[src/rtl/ahb_master.sv]
// AHB-Lite initiator: turns a command/stream interface into pipelined SINGLE/INCR word transfers.
// Define AHB_MASTER_BURST_EN to honour cmd_len; otherwise every command is a single beat.
module ahb_master #(
    parameter int ADDR_W    = 32,
    parameter int MAX_LEN_W = 4
) (
    input  logic              hclk,
    input  logic              hresetn,
    input  logic              cmd_valid,
    output logic              cmd_ready,
    input  logic              cmd_write,
    input  logic [ADDR_W-1:0] cmd_addr,
    input  logic [MAX_LEN_W-1:0] cmd_len,
    input  logic [31:0]       wr_data,
    output logic              wr_ready,
    output logic [31:0]       rd_data,
    output logic              rd_valid,
    output logic              done,
    output logic              err,
    output logic [ADDR_W-1:0] haddr,
    output logic [1:0]        htrans,
    output logic              hwrite,
    output logic [2:0]        hsize,
    output logic [2:0]        hburst,
    output logic [31:0]       hwdata,
    input  logic [31:0]       hrdata,
    input  logic              hready,
    input  logic              hresp
);

    localparam logic [1:0] HTRANS_IDLE   = 2'b00;
    localparam logic [1:0] HTRANS_NONSEQ = 2'b10;
    localparam logic [2:0] HBURST_SINGLE = 3'b000;
`ifdef AHB_MASTER_BURST_EN
    localparam logic [1:0] HTRANS_SEQ    = 2'b11;
    localparam logic [2:0] HBURST_INCR   = 3'b001;
`endif

    typedef enum logic [2:0] {
        S_IDLE,
        S_ADDR,
        S_BURST,
        S_LAST,
        S_ERR
    } state_t;

    state_t            state_q, state_d;
    logic [ADDR_W-1:0] haddr_d;
    logic [1:0]        htrans_d;
    logic              hwrite_d;
    logic [2:0]        hburst_d;
    logic              done_d;
    logic              err_d;
    logic              rd_beat;

`ifdef AHB_MASTER_BURST_EN
    // Address phases still to issue after the one currently on the bus.
    logic [MAX_LEN_W-1:0] cnt_q, cnt_d;
    logic [ADDR_W-1:0]    next_addr;

    assign next_addr = haddr + ADDR_W'(4);
`else
    logic unused_len;
    assign unused_len = ^cmd_len;
`endif

    assign hsize     = 3'b010;
    assign cmd_ready = (state_q == S_IDLE);

    // Write data is taken on the same edge that accepts its address phase.
    assign wr_ready = hwrite && hready && (state_q == S_ADDR || state_q == S_BURST);

    // A read data phase finishes cleanly while in BURST or LAST with an OKAY response.
    assign rd_beat = !hwrite && hready && !hresp && (state_q == S_BURST || state_q == S_LAST);

    always_comb begin
        // NOTE: every variable gets a default before the case so no path leaves it unassigned (no latch).
        state_d  = state_q;
        haddr_d  = haddr;
        htrans_d = htrans;
        hwrite_d = hwrite;
        hburst_d = hburst;
        done_d   = 1'b0;
        err_d    = 1'b0;
`ifdef AHB_MASTER_BURST_EN
        cnt_d    = cnt_q;
`endif
        case (state_q)
            S_IDLE: begin
                if (cmd_valid) begin
                    state_d  = S_ADDR;
                    haddr_d  = cmd_addr;
                    htrans_d = HTRANS_NONSEQ;
                    hwrite_d = cmd_write;
`ifdef AHB_MASTER_BURST_EN
                    hburst_d = (cmd_len == '0) ? HBURST_SINGLE : HBURST_INCR;
                    cnt_d    = cmd_len;
`else
                    hburst_d = HBURST_SINGLE;
`endif
                end
            end
            S_ADDR, S_BURST: begin
                if (state_q == S_BURST && hresp && !hready) begin
                    state_d  = S_ERR;
                    htrans_d = HTRANS_IDLE;
                end else if (hready) begin
`ifdef AHB_MASTER_BURST_EN
                    if (cnt_q == '0) begin
                        state_d  = S_LAST;
                        htrans_d = HTRANS_IDLE;
                    end else begin
                        state_d  = S_BURST;
                        haddr_d  = next_addr;
                        // Slaves may not see a SEQ beat cross a 1 KB page, so restart with NONSEQ.
                        htrans_d = (next_addr[9:0] == 10'd0) ? HTRANS_NONSEQ : HTRANS_SEQ;
                        cnt_d    = cnt_q - MAX_LEN_W'(1);
                    end
`else
                    state_d  = S_LAST;
                    htrans_d = HTRANS_IDLE;
`endif
                end
            end
            S_LAST: begin
                if (hresp && !hready) begin
                    state_d = S_ERR;
                end else if (hready) begin
                    state_d = S_IDLE;
                    done_d  = 1'b1;
                end
            end
            S_ERR: begin
                if (hready) begin
                    state_d = S_IDLE;
                    done_d  = 1'b1;
                    err_d   = 1'b1;
                end
            end
            default: begin
                state_d  = S_IDLE;
                htrans_d = HTRANS_IDLE;
            end
        endcase
    end

    always_ff @(posedge hclk or negedge hresetn) begin
        if (!hresetn) begin
            state_q  <= S_IDLE;
            haddr    <= '0;
            htrans   <= HTRANS_IDLE;
            hwrite   <= 1'b0;
            hburst   <= HBURST_SINGLE;
            hwdata   <= 32'd0;
            rd_data  <= 32'd0;
            rd_valid <= 1'b0;
            done     <= 1'b0;
            err      <= 1'b0;
`ifdef AHB_MASTER_BURST_EN
            cnt_q    <= '0;
`endif
        end else begin
            // NOTE: non-blocking assignments so every register samples pre-edge values.
            state_q  <= state_d;
            haddr    <= haddr_d;
            htrans   <= htrans_d;
            hwrite   <= hwrite_d;
            hburst   <= hburst_d;
            rd_valid <= rd_beat;
            done     <= done_d;
            err      <= err_d;
`ifdef AHB_MASTER_BURST_EN
            cnt_q    <= cnt_d;
`endif
            if (wr_ready) begin
                hwdata <= wr_data;
            end
            if (rd_beat) begin
                rd_data <= hrdata;
            end
        end
    end

endmodule

[config.mk]
export PLATFORM = sky130hd
export DESIGN_NAME = ahb_master
export DESIGN_NICKNAME = d
export VERILOG_FILES = /design/src/rtl/ahb_master.sv
export SDC_FILE = /design/constraint.sdc
export NUM_CORES = 1
export LEC_CHECK = 0
export CAP_MARGIN = 10
export CORE_MARGIN = 1
export CORE_UTILIZATION = 35
export CTS_BUF_LIST = sky130_fd_sc_hd__clkbuf_16
export DETAILED_ROUTE_END_ITERATION = 10
export PLACE_DENSITY = 0.73
export SYNTH_ARGS = -nofsm -noshare
export SYNTH_HDL_FRONTEND = slang
export SYNTH_SLANG_ARGS = --single-unit
[constraint.sdc]
create_clock -name hclk -period 2 [get_ports hclk]
set_input_delay 0.4 -clock hclk [delete_from_list [all_inputs] [get_ports hclk]]
set_output_delay 0.4 -clock hclk [all_outputs]
set_load 0.005 [all_outputs]
==> impl_metrics.yaml <==
placement:
  port-buffer-count: 204
  place_congestion: 0.736
  place_hpwl_um: 7060
  post-place-ws_ns: -0.178
global_route:
  grt_pass1_wl_um: 14100
  antenna_found_initial: 0
  grt_max_degree: 40
  grt_util_all_layers: 0.157
  grt-ovfl-total: 0
  grt_pass1_vias: 2898
route:
  antenna_left: 0
  drt-initial-drc-count: 65
  post_drt_wl_per_cell_um: 15.4
  firstDrtPassIters: 4
  drc: 0
  wl_um: 9370
  vias: 2755
  drt-vias-per-instance: 4.54
clock_tree:
  clock_sinks: 104
  numCtsBuffers: 9
  insertion_delay_ns: 0.34
  h-tree-depth: 3
  root_buffer: "clkbuf_16"
  clkSlewWorstSetupHoldPaths_ns: 0.06
  cts_setup_buffers: 0
  tritoncts: "done"
  clockBufferDepth: 2
  cts_hold_buf: 0
hold_path:
  min_path_type: "primary input to async pin"
worst_setup_path:
  path_max_fanout: 4
  worstPathCellList: "clkdlybuf4s50_1, nand2_1, nor3_4, dlygate4sd2_1"
  slowest_delay_ns: 0.53
  required_ns: 1.60
  cp_data_arrival_time_ns: 1.49
  end_kind: "output port"
  path_class: "primary input to output port"
  slowest_stage: "clkdlybuf4s50_1"
  cp-start-kind: "primary input"
pwr:
  internal-power_mw: 7.03
  p_clk_frac: 0.174
  power_frac_comb: 0.439
  p_total_mw: 9.52
  pwr-share-seq: 0.387
  p_sw_frac: 0.261
  vdd_ir_drop_max_v: 0.000893
  switchingPower_mw: 2.49
  p_leak_nw: 2.74
  p_per_area_nw_per_um2: 1460
die:
  core-area_um2: 11100
  die_y_um: 110
  die_w_um: 110
  start_util: 0.367
  rows: 38
  ios: 216
  die_area_um2: 12000
sta:
  fin_crit_ns: 1.89
  hold_slack_ns: 0.0222
  final_max_slew_viol_count: 0
  hold_viol: 0
  fin_ws_ns: 0.115
  fmax_ghz: 0.530
  clock_skew_ns: 0.00669
  setup_violations: 0
  setup_tns_ns: 0
  grt_setup_unrepaired: "no"
  min_period_over_period: 0.943
logic_synthesis:
  synth_area_leaders: "dfrtp_1 64%, mux2_2 25%, buf_4 1.7%"
  ys_seq_elements: 104
  syn_area_per_cell_um2: 16.0
  synth.largest_area_cell: "dfrtp_1"
  syn_inst: 254
  yosysTopAreaCellShare: 0.640
  synth.distinct_cells: 26
  ys_seq_area_frac: 0.640
  ys_warn_count: 0
  syn_area_um2: 4070
run:
  maxCapViolCount: 0
final_layout:
  regArea_um2: 2600
  filler_cell_count: 939
  drive_gt1_frac: 0.251
  final_util: 0.589
  antennaDiodeCount: 0
  multi_input_area_um2: 1320
  nNetsFinal: 569
  area_growth_pct: 60.4
status:
  status: "finished clean"
==> registers in the layout (all words and copies together) (netlist names) <==
name      flops
haddr        32
hwdata       32
rd_data      32
state_q       3
done          1
err           1
htrans        1
hwrite        1
rd_valid      1
==> power groups by stage <==
stage / clock network, mW / logic [mW] / registers (mW)
final: 1.66 / 4.18 / 3.69
after global routing: 1.79 / 4.50 / 3.83
after CTS: 1.73 / 4.27 / 3.70
after detailed placement: 0 / 4.26 / 3.73
after global placement: 0 / 4.17 / 3.67
after floorplan: 0 / 1.60 / 3.76
==> final cells by class <==
class | count | share of cell area
clock buffers | 9 | 0.0345
inverters | 2 | 0.00115
repair buffers | 213 | 0.328
well taps | 140 | 0.0269
multi-input cells | 133 | 0.202
flip-flops and latches | 104 | 0.399
clock inverters | 6 | 0.00825
==> worst paths after layout <==
| kind | startpoint | to | slack, ns | depth (start not counted) |
|---|---|---|---|---|
| max | hready | wr_ready | 0.11 | 4 |
| min | hresetn | haddr[14] | 0.02 | 1 |
| max reg2reg | state_q[2] | haddr[19] | 0.34 | 3 |
| min reg2reg | hwdata[3] | hwdata[3] | 0.49 | 1 |
| max in group asynchronous | hresetn | hwdata[23] | 1.40 | 2 |
| min in group hclk | hwdata[3] | hwdata[3] | 0.49 | 1 |
==> Yosys cell counts, drive strengths merged <==
library cell  number
nand2              4
inv                2
nor4b              1
clkbuf             1
nor2b              2
a22oi              1
and3b              1
buf               19
o21bai             2
o21ai              1
conb               2
and2b              1
nand3              1
xnor2              1
dfrtp            104
nor3               2
a211oi             1
nand2b             1
nor2               4
mux2              97
a21oi              5
a21boi             1
==> stage by stage <==
stage               instances  instance area (um2)
floorplan                 259                 4080
global placement          592                 6240
detailed placement        592                 6240
CTS                       607                 6520
global route              607                 6520
finish                    607                 6520
==> worst max-delay path, delay by kind of cell <==
family	cells	cell delay, ns
buf+inv	2	0.83
simple gates	2	0.24
==> logic make-up after synthesis <==
| family | Yosys count | share of synthesized area |
|---|---|---|
| AOI/OAI and AO/OA | 11 | 0.0166 |
| xor gates and xnor gates | 1 | 0.00215 |
| buffers and inverters | 22 | 0.0409 |
| DFF | 104 | 0.640 |
| muxes | 97 | 0.269 |
| other | 2 | 0.00185 |
| and+or+nand+nor | 17 | 0.0295 |
==> layer usage <==
metal	routed length, um	up-vias	global-route usage
li1	-	1282	-
met5	0	-	0
met2	4900	121	0.283
met3	887	10	0.0616
met4	114	0	0.0514
met1	3480	1342	0.166
==> repair_timing <==
item,CTS,global route
resized for setup,2,0
hold endpoints to repair,0,0
endpoints found under the setup margin,2,0
==> cell usage in the layout (no fill, tap or decap), types with 2 or more instances in the layout <==
master / n
buf_12: 3
dfrtp_1: 104
inv_1: 4
mux2_2: 92
buf_4: 7
conb_1: 7
a21oi_1: 5
o21bai_1: 2
clkdlybuf4s50_1: 201
nor2b_1: 2
nand2_1: 4
clkbuf_16: 9
dlygate4sd2_1: 2
nor2_1: 4
mux2_1: 5
(Power assumes the default switching activity.)
